### src/rtl/simd_pkg.sv
// Shared SIMD array types and sizes.
// The processor and the result drain both import this package.
package simd_pkg;

  localparam int PE_COUNT   = 4;
  localparam int DATA_WIDTH = 32;
  localparam int BRAM_DEPTH = 2048;
  localparam int ADDR_WIDTH = $clog2(BRAM_DEPTH);

  typedef logic [PE_COUNT-1:0][DATA_WIDTH-1:0] row_t;

  typedef enum logic [1:0] {
    IDLE,
    RUN,
    FLUSH,
    DONE
  } drain_state_t;

endpackage

### src/rtl/drain_fifo.sv
// First-word fall-through row buffer for the result drain.
// A push into a full FIFO is accepted when a pop happens in the same cycle.
module drain_fifo import simd_pkg::*; #(
  parameter int DEPTH = 4,
  parameter int W     = $bits(row_t) + 1,
  parameter int CW    = $clog2(DEPTH + 1)
) (
  input  logic          clk,
  input  logic          rstn,
  input  logic          push,
  input  logic [W-1:0]  din,
  input  logic          pop,
  output logic [W-1:0]  dout,
  output logic          empty,
  output logic [CW-1:0] count
);

  localparam int PW = (DEPTH > 1) ? $clog2(DEPTH) : 1;

  logic [W-1:0]  mem [DEPTH];
  logic [PW-1:0] wp;
  logic [PW-1:0] rp;
  logic          full;
  logic          do_push;
  logic          do_pop;

  function automatic logic [PW-1:0] inc(input logic [PW-1:0] p);
    return (p == PW'(DEPTH - 1)) ? '0 : p + 1'b1;
  endfunction

  assign empty   = (count == '0);
  assign full    = (count == CW'(DEPTH));
  assign do_pop  = pop && !empty;
  assign do_push = push && (!full || do_pop);
  assign dout    = mem[rp];

  always_ff @(posedge clk) begin
    if (do_push) mem[wp] <= din;
  end

  always_ff @(posedge clk or negedge rstn) begin
    if (!rstn) begin
      wp    <= '0;
      rp    <= '0;
      count <= '0;
    end else begin
      if (do_push) wp <= inc(wp);
      if (do_pop)  rp <= inc(rp);
      if (do_push && !do_pop)      count <= count + 1'b1;
      else if (!do_push && do_pop) count <= count - 1'b1;
    end
  end

endmodule

### src/rtl/result_drain.sv
// Streams result BRAM rows out over a valid/ready port.
// Reads are issued only while the buffer can still absorb every in-flight row.
module result_drain import simd_pkg::*; #(
  parameter int PE_COUNT   = simd_pkg::PE_COUNT,
  parameter int DATA_WIDTH = simd_pkg::DATA_WIDTH,
  parameter int BRAM_DEPTH = simd_pkg::BRAM_DEPTH,
  parameter int RD_LAT     = 2,
  parameter int FIFO_DEPTH = RD_LAT + 2,
  localparam int ADDR_WIDTH = $clog2(BRAM_DEPTH),
  localparam int RW         = PE_COUNT * DATA_WIDTH
) (
  input  logic                  clk,
  input  logic                  rstn,
  input  logic                  start,
  input  logic [ADDR_WIDTH:0]   row_count,
  output logic [ADDR_WIDTH-1:0] bram_addr,
  output logic                  bram_en,
  input  logic [RW-1:0]         bram_dout,
  output logic [RW-1:0]         m_data,
  output logic                  m_valid,
  input  logic                  m_ready,
  output logic                  m_last,
  output logic                  busy,
  output logic                  done
);

  localparam int CW = $clog2(FIFO_DEPTH + 1);
  localparam logic [ADDR_WIDTH:0] MAX_ROWS = (ADDR_WIDTH + 1)'(BRAM_DEPTH);

  drain_state_t      state;
  logic [ADDR_WIDTH:0] ptr;
  logic [ADDR_WIDTH:0] rows;
  logic [RD_LAT-1:0] sr_v;
  logic [RD_LAT-1:0] sr_l;
  logic              issue;
  logic              is_last;
  logic              pop;
  logic              empty;
  logic [CW-1:0]     count;
  logic [RW:0]       head;

  // Credit check ignores same-cycle pops so the buffer can never overflow.
  assign issue   = (state == RUN) &&
                   (int'($countones(sr_v)) + int'(count) < FIFO_DEPTH);
  assign is_last = (ptr == rows - 1'b1);

  assign bram_en   = issue;
  assign bram_addr = ptr[ADDR_WIDTH-1:0];
  assign m_valid   = !empty;
  assign m_data    = empty ? '0 : head[RW-1:0];
  assign m_last    = !empty && head[RW];
  assign pop       = m_valid && m_ready;
  assign busy      = (state != IDLE);

  drain_fifo #(
    .DEPTH (FIFO_DEPTH),
    .W     (RW + 1),
    .CW    (CW)
  ) u_fifo (
    .clk   (clk),
    .rstn  (rstn),
    .push  (sr_v[RD_LAT-1]),
    .din   ({sr_l[RD_LAT-1], bram_dout}),
    .pop   (pop),
    .dout  (head),
    .empty (empty),
    .count (count)
  );

  always_ff @(posedge clk or negedge rstn) begin
    if (!rstn) begin
      state <= IDLE;
      ptr   <= '0;
      rows  <= '0;
      sr_v  <= '0;
      sr_l  <= '0;
      done  <= 1'b0;
    end else begin
      sr_v <= (sr_v << 1) | RD_LAT'(issue);
      sr_l <= (sr_l << 1) | RD_LAT'(issue && is_last);
      done <= 1'b0;
      unique case (state)
        IDLE: begin
          if (start) begin
            ptr <= '0;
            if (row_count == '0) begin
              state <= DONE;
            end else begin
              rows  <= (row_count > MAX_ROWS) ? MAX_ROWS : row_count;
              state <= RUN;
            end
          end
        end
        RUN: begin
          if (issue) begin
            ptr <= ptr + 1'b1;
            if (is_last) state <= FLUSH;
          end
        end
        FLUSH: begin
          if (pop && m_last) state <= DONE;
        end
        DONE: begin
          // First DONE cycle arms the pulse, second emits it.
          if (!done) done  <= 1'b1;
          else       state <= IDLE;
        end
        default: state <= IDLE;
      endcase
    end
  end

endmodule
### config.mk
export PLATFORM = sky130hd
export DESIGN_NAME = result_drain
export DESIGN_NICKNAME = d
export VERILOG_FILES = /design/src/rtl/simd_pkg.sv /design/src/rtl/drain_fifo.sv /design/src/rtl/result_drain.sv
export SDC_FILE = /design/constraint.sdc
export NUM_CORES = 1
export LEC_CHECK = 0
export ABC_CLOCK_PERIOD_IN_PS = 4150
export BUFFER_PORTS_ARGS = -buffer_cell sky130_fd_sc_hd__clkbuf_2
export CAP_MARGIN = 20
export CORE_MARGIN = 2
export CORE_UTILIZATION = 51
export CTS_CLUSTER_SIZE = 16
export DETAILED_ROUTE_END_ITERATION = 8
export GPL_ROUTABILITY_DRIVEN = 0
export PLACE_DENSITY = 0.75
export SYNTH_ARGS = -nofsm -noshare
export SYNTH_HDL_FRONTEND = slang
export SYNTH_SLANG_ARGS = --single-unit
export TNS_END_PERCENT = 1
### constraint.sdc
create_clock -name clk -period 4.15 [get_ports clk]
set_clock_uncertainty 0.2 [all_clocks]
set_input_delay 0.2075 -clock clk [delete_from_list [all_inputs] [get_ports clk]]
set_output_delay 0.2075 -clock clk [all_outputs]
set_load 0.005 [all_outputs]
==> impl_metrics.toml, run 1 <==
[outcome]
status = "finished clean"

[die]
start_util_pct = 51.95
dieArea_um2 = 44590
io_pins = 288
rows = 75
die_y_um = 211.2
core-area_um2 = 42130
die_w_um = 211.2

[worst_setup_path]
critPathArrivalTime_ps = 3090
max_stage_delay_ps = 740
worst_setup_path_end_kind = "primary output"
crit_slowest_cell = "dfrtp_4"
ff2ff_path_depth = 6
path_class = "flip-flop to primary output"
critPathMaxFanout = 109
cp_cell_sequence = "buf_12 > mux4_2 > and2_1 > clkbuf_2"
worstPathRequired_ps = 3740
critPathLaunchType = "flip-flop"

[global_route]
grt_pass1_wl_um = 70520
grt_pass1_vias = 12560
antenna_found_initial = 6
grt_max_degree = 131
gr-total-overflow = 0
track_usage_pct = 20.85

[cts]
clock_latency_ps = 600
htree_num_levels = 2
clk_pin_slew_ps = 60
cts_setup_buffers = 0
cts_buffers = 55
cts-root-buf = "clkbuf_16"
clockBufferDepth = 3
clock-sinks = 554
cts_tree = "yes"

[detailed_routing]
vias = 11690
post-route-drc-count = 0
drtIter0Drc = 863
routed_wl_um = 45880
post_drt_wl_per_cell_um = 21.58
viasPerCell = 5.500
ant_nets = 0
drtPass1Iterations = 5

[finish]
nFillCells = 2836
utilization_pct = 64.87
nets = 1698
drive_above_1_share_pct = 33.65
final_area_um2 = 27330
syn2layout_area_growth_pct = 24.88

[pwr]
vdd_ir_drop_max_mv = 0.5552
leakagePower_nw = 9.739
p_per_area_nw_per_um2 = 666.3

[yosys]
ys.flop_type = "edfxtp_1"
synthArstFlopShare_pct = 6.859
synth_cell_types = 58
syn_area_um2 = 21890
avgSynthCellArea_um2 = 20.14
netlist_instances = 1087
synth_edf_count = 516
ys_ff_latch = 554
ys_seq_area_share_pct = 75.13
syn_nets = 1246
ys.warnings.count = 0

[job]
maxCapViolations = 0

[timing]
holdWs_ps = 99.72
maxSlewViolCount = 0
slew_headroom_pct = 36.85
setup-violations-final = 0
timing.fmax_ghz = 0.2857
finalHoldViolations = 0
worstMarginPinSlew_ps = 947.3
finalSetupTns_ps = 0
rsz0062_at_grt = "no"
min_period_ps = 3500
finalCritPeriodShare_pct = 84.33

[placed_design]
numPortBuffers = 287
hpwl_um = 25530
placed_area_um2 = 23910

[hold_path]
hp-class = "primary input to async pin"
==> kinds of logic (layout without fill, tap and decap cells) <==
group | after synthesis | count (layout) | share of synthesized area (%)
other cells | 0 | 3 | 0
mux | 133 | 133 | 13.47
buf+inv | 73 | 570 | 1.543
fa+ha+maj | 15 | 15 | 0.8917
xor+xnor | 25 | 25 | 1.000
simple gates | 236 | 236 | 6.248
flops | 554 | 554 | 75.13
compound gates | 51 | 51 | 1.715
==> critical path: cells and delay by family, from the launching register on <==
family | cells | cell delay [ps]
and+or+nand+nor | 1 | 170
muxes | 1 | 610
DFF | 1 | 740
buffers and inverters | 2 | 840
==> cells in the final DEF (no fill, tap or decap), types with 4 or more instances in the layout <==
cell / count
edfxtp_1: 516
clkbuf_2: 287
dlygate4sd3_1: 154
mux4_2: 129
and2_1: 129
clkbuf_16: 57
dfrtp_1: 36
nor2_1: 24
nand2_1: 24
o21ai_0: 21
xor2_1: 16
nand2b_1: 14
ha_1: 14
inv_1: 13
clkinv_2: 13
clkinv_1: 11
xnor2_1: 9
bufinv_16: 9
buf_4: 8
nor3_1: 7
nand3_1: 7
clkbuf_1: 7
nor4_1: 6
buf_12: 6
and2_4: 4
a21o_1: 4
and3_1: 4
==> metal layers <==
layer,track usage [%],part of all wire (%)
met1,26.88,41
met5,0,0.089
met2,34.88,50
met3,5.650,7.4
met4,6.387,2.1
==> path summary, 6_finish.rpt <==
path                                 startpoint                end  slack, ps
worst max-delay path               u_fifo.rp[0]         m_data[85]        650
worst min-delay path                       rstn             ptr[2]        100
worst max register to register  u_fifo.count[1]           state[1]       1230
worst min register to register          sr_l[0]            sr_l[1]        170
max in group asynchronous                  rstn       u_fifo.rp[0]       2950
min in group clk                  bram_dout[80]  u_fifo.mem[1][80]        160
==> where the power goes <==
group / leakage [nW] / total [mW] / internal [mW] / switching (mW)
clock: 0.924 / 5.12 / 3.06 / 2.05
sequential: 5.16 / 7.31 / 6.94 / 0.368
combinational: 3.65 / 5.79 / 2.90 / 2.89
total: 9.74 / 18.2 / 12.9 / 5.32
==> repair_timing <==
action	in CTS	in global routing
endpoints found under the hold margin	573	0
hold buffers	154	0
resized for setup	0	0
==> cell type report <==
| cell class | count | area [um^2] | area share [%] |
|---|---|---|---|
| multi-input cells | 460 | 5120 | 18.73 |
| inverters | 13 | 48.80 | 0.1785 |
| clock buffers | 64 | 1453 | 5.314 |
| well taps | 539 | 674.4 | 2.467 |
| clock inverters | 38 | 419.2 | 1.533 |
| diodes | 3 | 7.507 | 0.02746 |
| repair buffers | 455 | 3158 | 11.55 |
| flip-flops and latches | 554 | 16450 | 60.19 |
==> synthesized netlist by cell type, drive strengths merged, types with 2 or more instances <==
cell type / instances / share of area (%)
xnor2: 9 / 0.36
nor3: 7 / 0.16
mux2i: 2 / 0.091
a21oi: 2 / 0.046
inv: 13 / 0.22
nor2b: 3 / 0.086
and3: 4 / 0.11
a31o: 4 / 0.16
nand3: 7 / 0.16
a21o: 4 / 0.14
a2111oi: 3 / 0.15
or3: 3 / 0.086
nor2: 24 / 0.41
dfrtp: 38 / 4.3
clkbuf: 24 / 0.41
nor4: 7 / 0.23
nand2b: 14 / 0.40
mux2: 2 / 0.10
a31oi: 2 / 0.057
nor3b: 2 / 0.069
and2: 133 / 3.8
edfxtp: 516 / 71
buf: 36 / 0.91
ha: 14 / 0.80
o41ai: 2 / 0.11
xor2: 16 / 0.64
o21ai: 21 / 0.48
mux4: 129 / 13
nand2: 24 / 0.41
==> sequential cells by signal, indices dropped and copies added (netlist names) <==
| name | flops |
|---|---|
| ptr | 12 |
| rows | 12 |
| sr_l | 2 |
| done | 1 |
| u_fifo.count | 3 |
| u_fifo.rp | 2 |
| u_fifo.wp | 2 |
| sr_v | 2 |
| state | 2 |
| u_fifo.mem | 516 |
==> per-stage QoR <==
stage                     std cells  total power [mW]  worst slack, ps
after floorplan                1087             11.06           -283.8
final                          2126             18.21            650.3
after CTS                      2123             18.41            539.7
after detailed placement       1867             13.15             1162
after global routing           2126             19.19            378.2
after global placement         1867             13.08             1181
Note: power is estimated with default switching activity, not from simulation.
==> run 2: changes to the inputs <==
Settings changed: ABC_CLOCK_PERIOD_IN_PS 4150 to 3100.
Clock period 4.15 ns to 3.1 ns, I/O delays scaled along.
==> impl_metrics.toml, run 2 (synthesis gave the netlist of run 1 again) <==
[die]
dieArea_um2 = 44590
rows = 75
io_pins = 288
die_w_um = 211.2
core-area_um2 = 42130
die_y_um = 211.2
start_util_pct = 51.95

[timing]
min_period_ps = 2841
finalHoldViolations = 0
maxSlewViolCount = 0
finalCritPeriodShare_pct = 91.65
worstMarginPinSlew_ps = 833.1
rsz0062_at_grt = "no"
setup_slack_ps = 258.9
slew_headroom_pct = 44.46
setup-violations-final = 0
holdWs_ps = 112.5
timing.fmax_ghz = 0.3520

[finish]
regMostFlops = "u_fifo.mem"
instances_no_fill = 2130
layout_commonest_cell = "edfxtp_1"
nFillCells = 2833
nets = 1705
largest_reg_flops = 516
ff_latch_area_um2 = 16450
drive_above_1_share_pct = 33.50
syn2layout_area_growth_pct = 25.05
layout_common_cells = "edfxtp_1 (516), clkbuf_2 (287), dlygate4sd3_1 (155), mux4_2 (129), and2_1 (129)"
reg_top3 = "u_fifo.mem: 516 flops, ptr: 12 flops, rows: 12 flops"
multi_input_area_um2 = 5120

[detailed_routing]
drtPass1Iterations = 5
ant_nets = 0
drtIter0Drc = 747
vias = 11660
viasPerCell = 5.472
post-route-drc-count = 0
post_drt_wl_per_cell_um = 21.12
routed_wl_um = 44980

[worst_setup_path]
worst_setup_path_end_kind = "primary output"
critPathMaxFanout = 70
critPathArrivalTime_ps = 2490
worstPathRequired_ps = 2740
path_class = "flip-flop to primary output"
critPathLaunchType = "flip-flop"

[pwr]
p_clk_share_pct = 26.5
swShare_pct = 29.42
leakagePower_nw = 9.727
p_per_area_nw_per_um2 = 877.6
internal-power_mw = 16.95
power.switching_mw = 7.067
vdd_ir_drop_max_mv = 0.8124
combPwrFrac_pct = 33.2
power_mw = 24.02
seqPwrFrac_pct = 40.4

[cts]
cts_buffers = 54
clock-sinks = 554
cts_tree = "yes"
clock_latency_ps = 590
clk_pin_slew_ps = 60
htree_num_levels = 2
cts_setup_buffers = 0
clockBufferDepth = 3
cts-root-buf = "clkbuf_16"

[global_route]
gr-total-overflow = 0
track_usage_pct = 20.50
antenna_found_initial = 3
grt_pass1_vias = 12440
grt_max_degree = 131
grt_pass1_wl_um = 69320

[outcome]
status = "finished clean"

[placed_design]
hpwl_um = 25380
dp_slack_ps = 420.6
placed_cells = 1873
numPortBuffers = 287

[hold_path]
hp-class = "primary input to flip-flop"

[job]
maxCapViolations = 0
==> run 2: cell types whose count changed in the layout (fill, tap and decap cells not counted), moves of 3 or more <==
cell / before / now
bufinv_16: 9 / 6
buf_12: 6 / 16
clkbuf_16: 57 / 54
clkinv_2: 13 / 10
clkinv_1: 11 / 16
buf_4: 8 / 5
==> run 2: power groups by stage <==
stage               sequential (mW)  clock [mW]  combinational (mW)
floorplan                      9.79           0                5.01
global placement               9.77           0                7.80
detailed placement             9.84           0                7.86
CTS                            9.69        6.50                8.10
global route                   9.78        6.79                8.74
finish                         9.70        6.36                7.97
==> run 2: what timing repair did <==
action | 4_1_cts | 5_1_grt
hold buffers | 154 | 1
gates resized for setup | 0 | 0
setup endpoints to repair | 0 | 0
hold endpoints to repair | 577 | 12
==> run 2: critical path, cell delays in order, from the launching register on <==
cell      delay (ps)
dfrtp_4          460
buf_12           450
mux4_2           570
and2_1           180
clkbuf_2         140
==> run 2: metal layers <==
layer	part of all wire (%)	track usage [%]	wire length, um	vias up
met2	49	33.77	22050	402
met5	0.053	0.3337	24	-
met4	2.3	6.799	1040	4
met3	8.3	6.185	3731	76
met1	40	26.21	18130	5917
li1	-	-	-	5257
==> run 2: area by class of cell <==
class	count	share of cell area, %
Inverter	13	0.1783
Timing Repair Buffer	463	12.22
Sequential cell	554	60.11
Clock buffer	60	5.019
Tap cell	539	2.464
Antenna cell	3	0.02743
Multi-Input combinational cell	460	18.71
Clock inverter	38	1.271
==> run 2: worst paths after layout <==
check	from	endpoint	slack (ps)	depth (start not counted)
setup / recovery	u_fifo.rp[0]	m_data[43]	260	4
hold / removal	bram_dout[67]	u_fifo.mem[3][67]	110	2
max in group asynchronous	rstn	u_fifo.rp[1]	1870	4
min in group asynchronous	rstn	ptr[11]	340	3
hold reg to reg	sr_v[0]	sr_v[1]	190	0
setup reg to reg	rows[0]	state[1]	380	8
==> run 2: through the flow <==
stage	TNS [ps]	util [%]	area, um^2
after global routing	0	64.95	27370
after detailed placement	0	57.13	24070
after global placement	0	57.13	24070
after floorplan	-516160	-	21890
after CTS	0	64.87	27330
final	0	64.96	27370
==> run 3: changes to the inputs <==
Settings changed: ABC_AREA from default to 1, PLACE_DENSITY 0.75 to 0.74.
==> impl_metrics.toml, run 3 <==
[outcome]
status = "finished clean"

[global_route]
track_usage_pct = 23.58
use_met1_pct = 30.54
use_met3_pct = 4.716
antenna_found_initial = 7
grt_pass1_wl_um = 82730
gr-total-overflow = 0
top_usage_layer = "met2"
grt_pass1_vias = 15410
grtUsageMet2_pct = 38.84
grt_max_degree = 165

[worst_setup_path]
critPathLaunchType = "flip-flop"
r2r_slack_ps = 260
r2r_end = "rows[2]"
path_class = "flip-flop to primary output"
worst_setup_path_end_kind = "primary output"
critPathMaxFanout = 164
worstSetupEndpoint = "m_data[83]"
ff2ff_path_depth = 9
rr_startpoint = "state[0]"
critPathArrivalTime_ps = 2600
worstPathRequired_ps = 2740
crit_start = "u_fifo.rp[0]"

[finish]
final_area_um2 = 27890
ff_latch_area_um2 = 16450
layout_common_cells = "nor2_1 (539), edfxtp_1 (516), clkbuf_2 (287), o21ai_0 (271), dlygate4sd3_1 (161)"
reg_top3 = "u_fifo.mem: 516 flops, ptr: 12 flops, rows: 12 flops"
multi_input_area_um2 = 5354
regMostFlops = "u_fifo.mem"
nets = 2433
largest_reg_flops = 516
drive_above_1_share_pct = 19.07
instances_no_fill = 2910
layout_commonest_cell = "nor2_1"
syn2layout_area_growth_pct = 24.18
nFillCells = 3103
utilization_pct = 64.47

[pwr]
power_mw = 25.45
combPwrFrac_pct = 37.6
p_per_area_nw_per_um2 = 912.3
power.switching_mw = 9.249
vdd_ir_drop_max_mv = 0.7958
swShare_pct = 36.35
seqPwrFrac_pct = 37.5
leakagePower_nw = 10.24
p_clk_share_pct = 25.0
internal-power_mw = 16.20

[die]
die_w_um = 213.9
rows = 76
dieArea_um2 = 45740
start_util_pct = 51.92
io_pins = 288
core-area_um2 = 43270
die_y_um = 213.9

[cts]
clock-sinks = 554
clk_pin_slew_ps = 60
clock_latency_ps = 600
cts_setup_buffers = 0
clockBufferDepth = 3
cts-root-buf = "clkbuf_16"
cts_buffers = 55
cts_tree = "yes"
htree_num_levels = 2

[yosys]
syn_nets = 2019
netlist_instances = 1860
synthTopCellsByArea = "edfxtp_1 (69%), nor2_1 (9.1%), o21ai_0 (6.0%)"
synthArstFlopShare_pct = 6.859
ys.warnings.count = 0
avgSynthCellArea_um2 = 12.08
netlist.area_leader.share_pct = 68.98
ys_ff_latch = 554
synth_cell_types = 42
ys_seq_area_share_pct = 73.21
ys.flop_type = "edfxtp_1"
synth_top_area_cell = "edfxtp_1"
synth_edf_count = 516
synthMostInstantiatedCell = "nor2_1"
synth.top_cells.by_count = "nor2_1 (544), edfxtp_1 (516), o21ai_0 (271), a21oi_1 (135), nand2_1 (74)"
syn_area_um2 = 22460

[placed_design]
dp_slack_ps = 715.9
numPortBuffers = 287
hpwl_um = 29250
placed_area_um2 = 24530
placed_cells = 2641

[detailed_routing]
post_drt_wl_per_cell_um = 18.75
post-route-drc-count = 0
drtPass1Iterations = 5
routed_wl_um = 54560
drtIter0Drc = 1360
viasPerCell = 5.398
vias = 15710
ant_nets = 0

[job]
maxCapViolations = 0

[timing]
finalSetupTns_ps = 0
setup-violations-final = 0
rsz0062_at_grt = "no"
maxSlewViolCount = 0
setup_slack_ps = 142.0
holdWs_ps = 31.41
min_period_ps = 2958
finalHoldViolations = 0
worstMarginPinSlew_ps = 941.3
slew_headroom_pct = 37.25
timing.fmax_ghz = 0.3381
finalCritPeriodShare_pct = 95.42

[hold_path]
hp-class = "primary input to async pin"
==> run 3: metal layers <==
metal  share of wire [%]  routed length [um]
met5                   0                   0
met2                  48               26340
met1                  41               22100
met3                 7.8                4232
met4                 3.4                1877
==> run 3: area by class of cell <==
cell class	count	area share, %
sequential	554	58.98
tap	585	2.624
multi-input combinational	1141	19.19
antenna	7	0.06280
timing repair buffer	469	12.19
clock buffer	66	5.158
inverter	53	0.7581
clock inverter	35	1.027
==> run 3: worst min path at each step <==
stage	from	to	slack (ps)	depth (start not counted)
3_3_place_gp	rstn	ptr[4]	130	1
4_1_cts	rstn	rows[0]	40	2
2_1_floorplan	rstn	done	-340	0
6_report	rstn	ptr[4]	30	2
3_5_place_dp	rstn	ptr[4]	140	1
5_1_grt	rstn	rows[0]	110	2
==> run 3: cell families after synthesis <==
| group | share of synthesized area (%) |
|---|---|
| xor+xnor | 0.5458 |
| buf+inv | 3.164 |
| compound gates | 9.809 |
| mux | 0.05013 |
| simple gates | 12.35 |
| fa+ha+maj | 0.8689 |
| flops | 73.21 |
==> run 3: repair_timing <==
| action | CTS | global route |
|---|---|---|
| setup endpoints to repair | 0 | 2 |
| hold endpoints to repair | 579 | 0 |
| gates resized for setup | 0 | 1 |
| hold buffers | 161 | 0 |
==> run 3: worst max-delay path, cell delays in order (launching register included) <==
cell      delay [ps]
dfrtp_4          500
buf_16           440
nor2_1           120
nor2_1           120
o21ai_0          110
a21oi_1          340
clkbuf_2         190
==> run 3: power groups by stage <==
stage	clock network (mW)	registers, mW	logic (mW)
5_1_grt	6.78	9.60	10.6
3_5_place_dp	0	9.67	9.25
4_1_cts	6.48	9.52	9.57
3_3_place_gp	0	9.64	9.06
2_1_floorplan	0	9.60	5.68
6_report	6.36	9.53	9.56
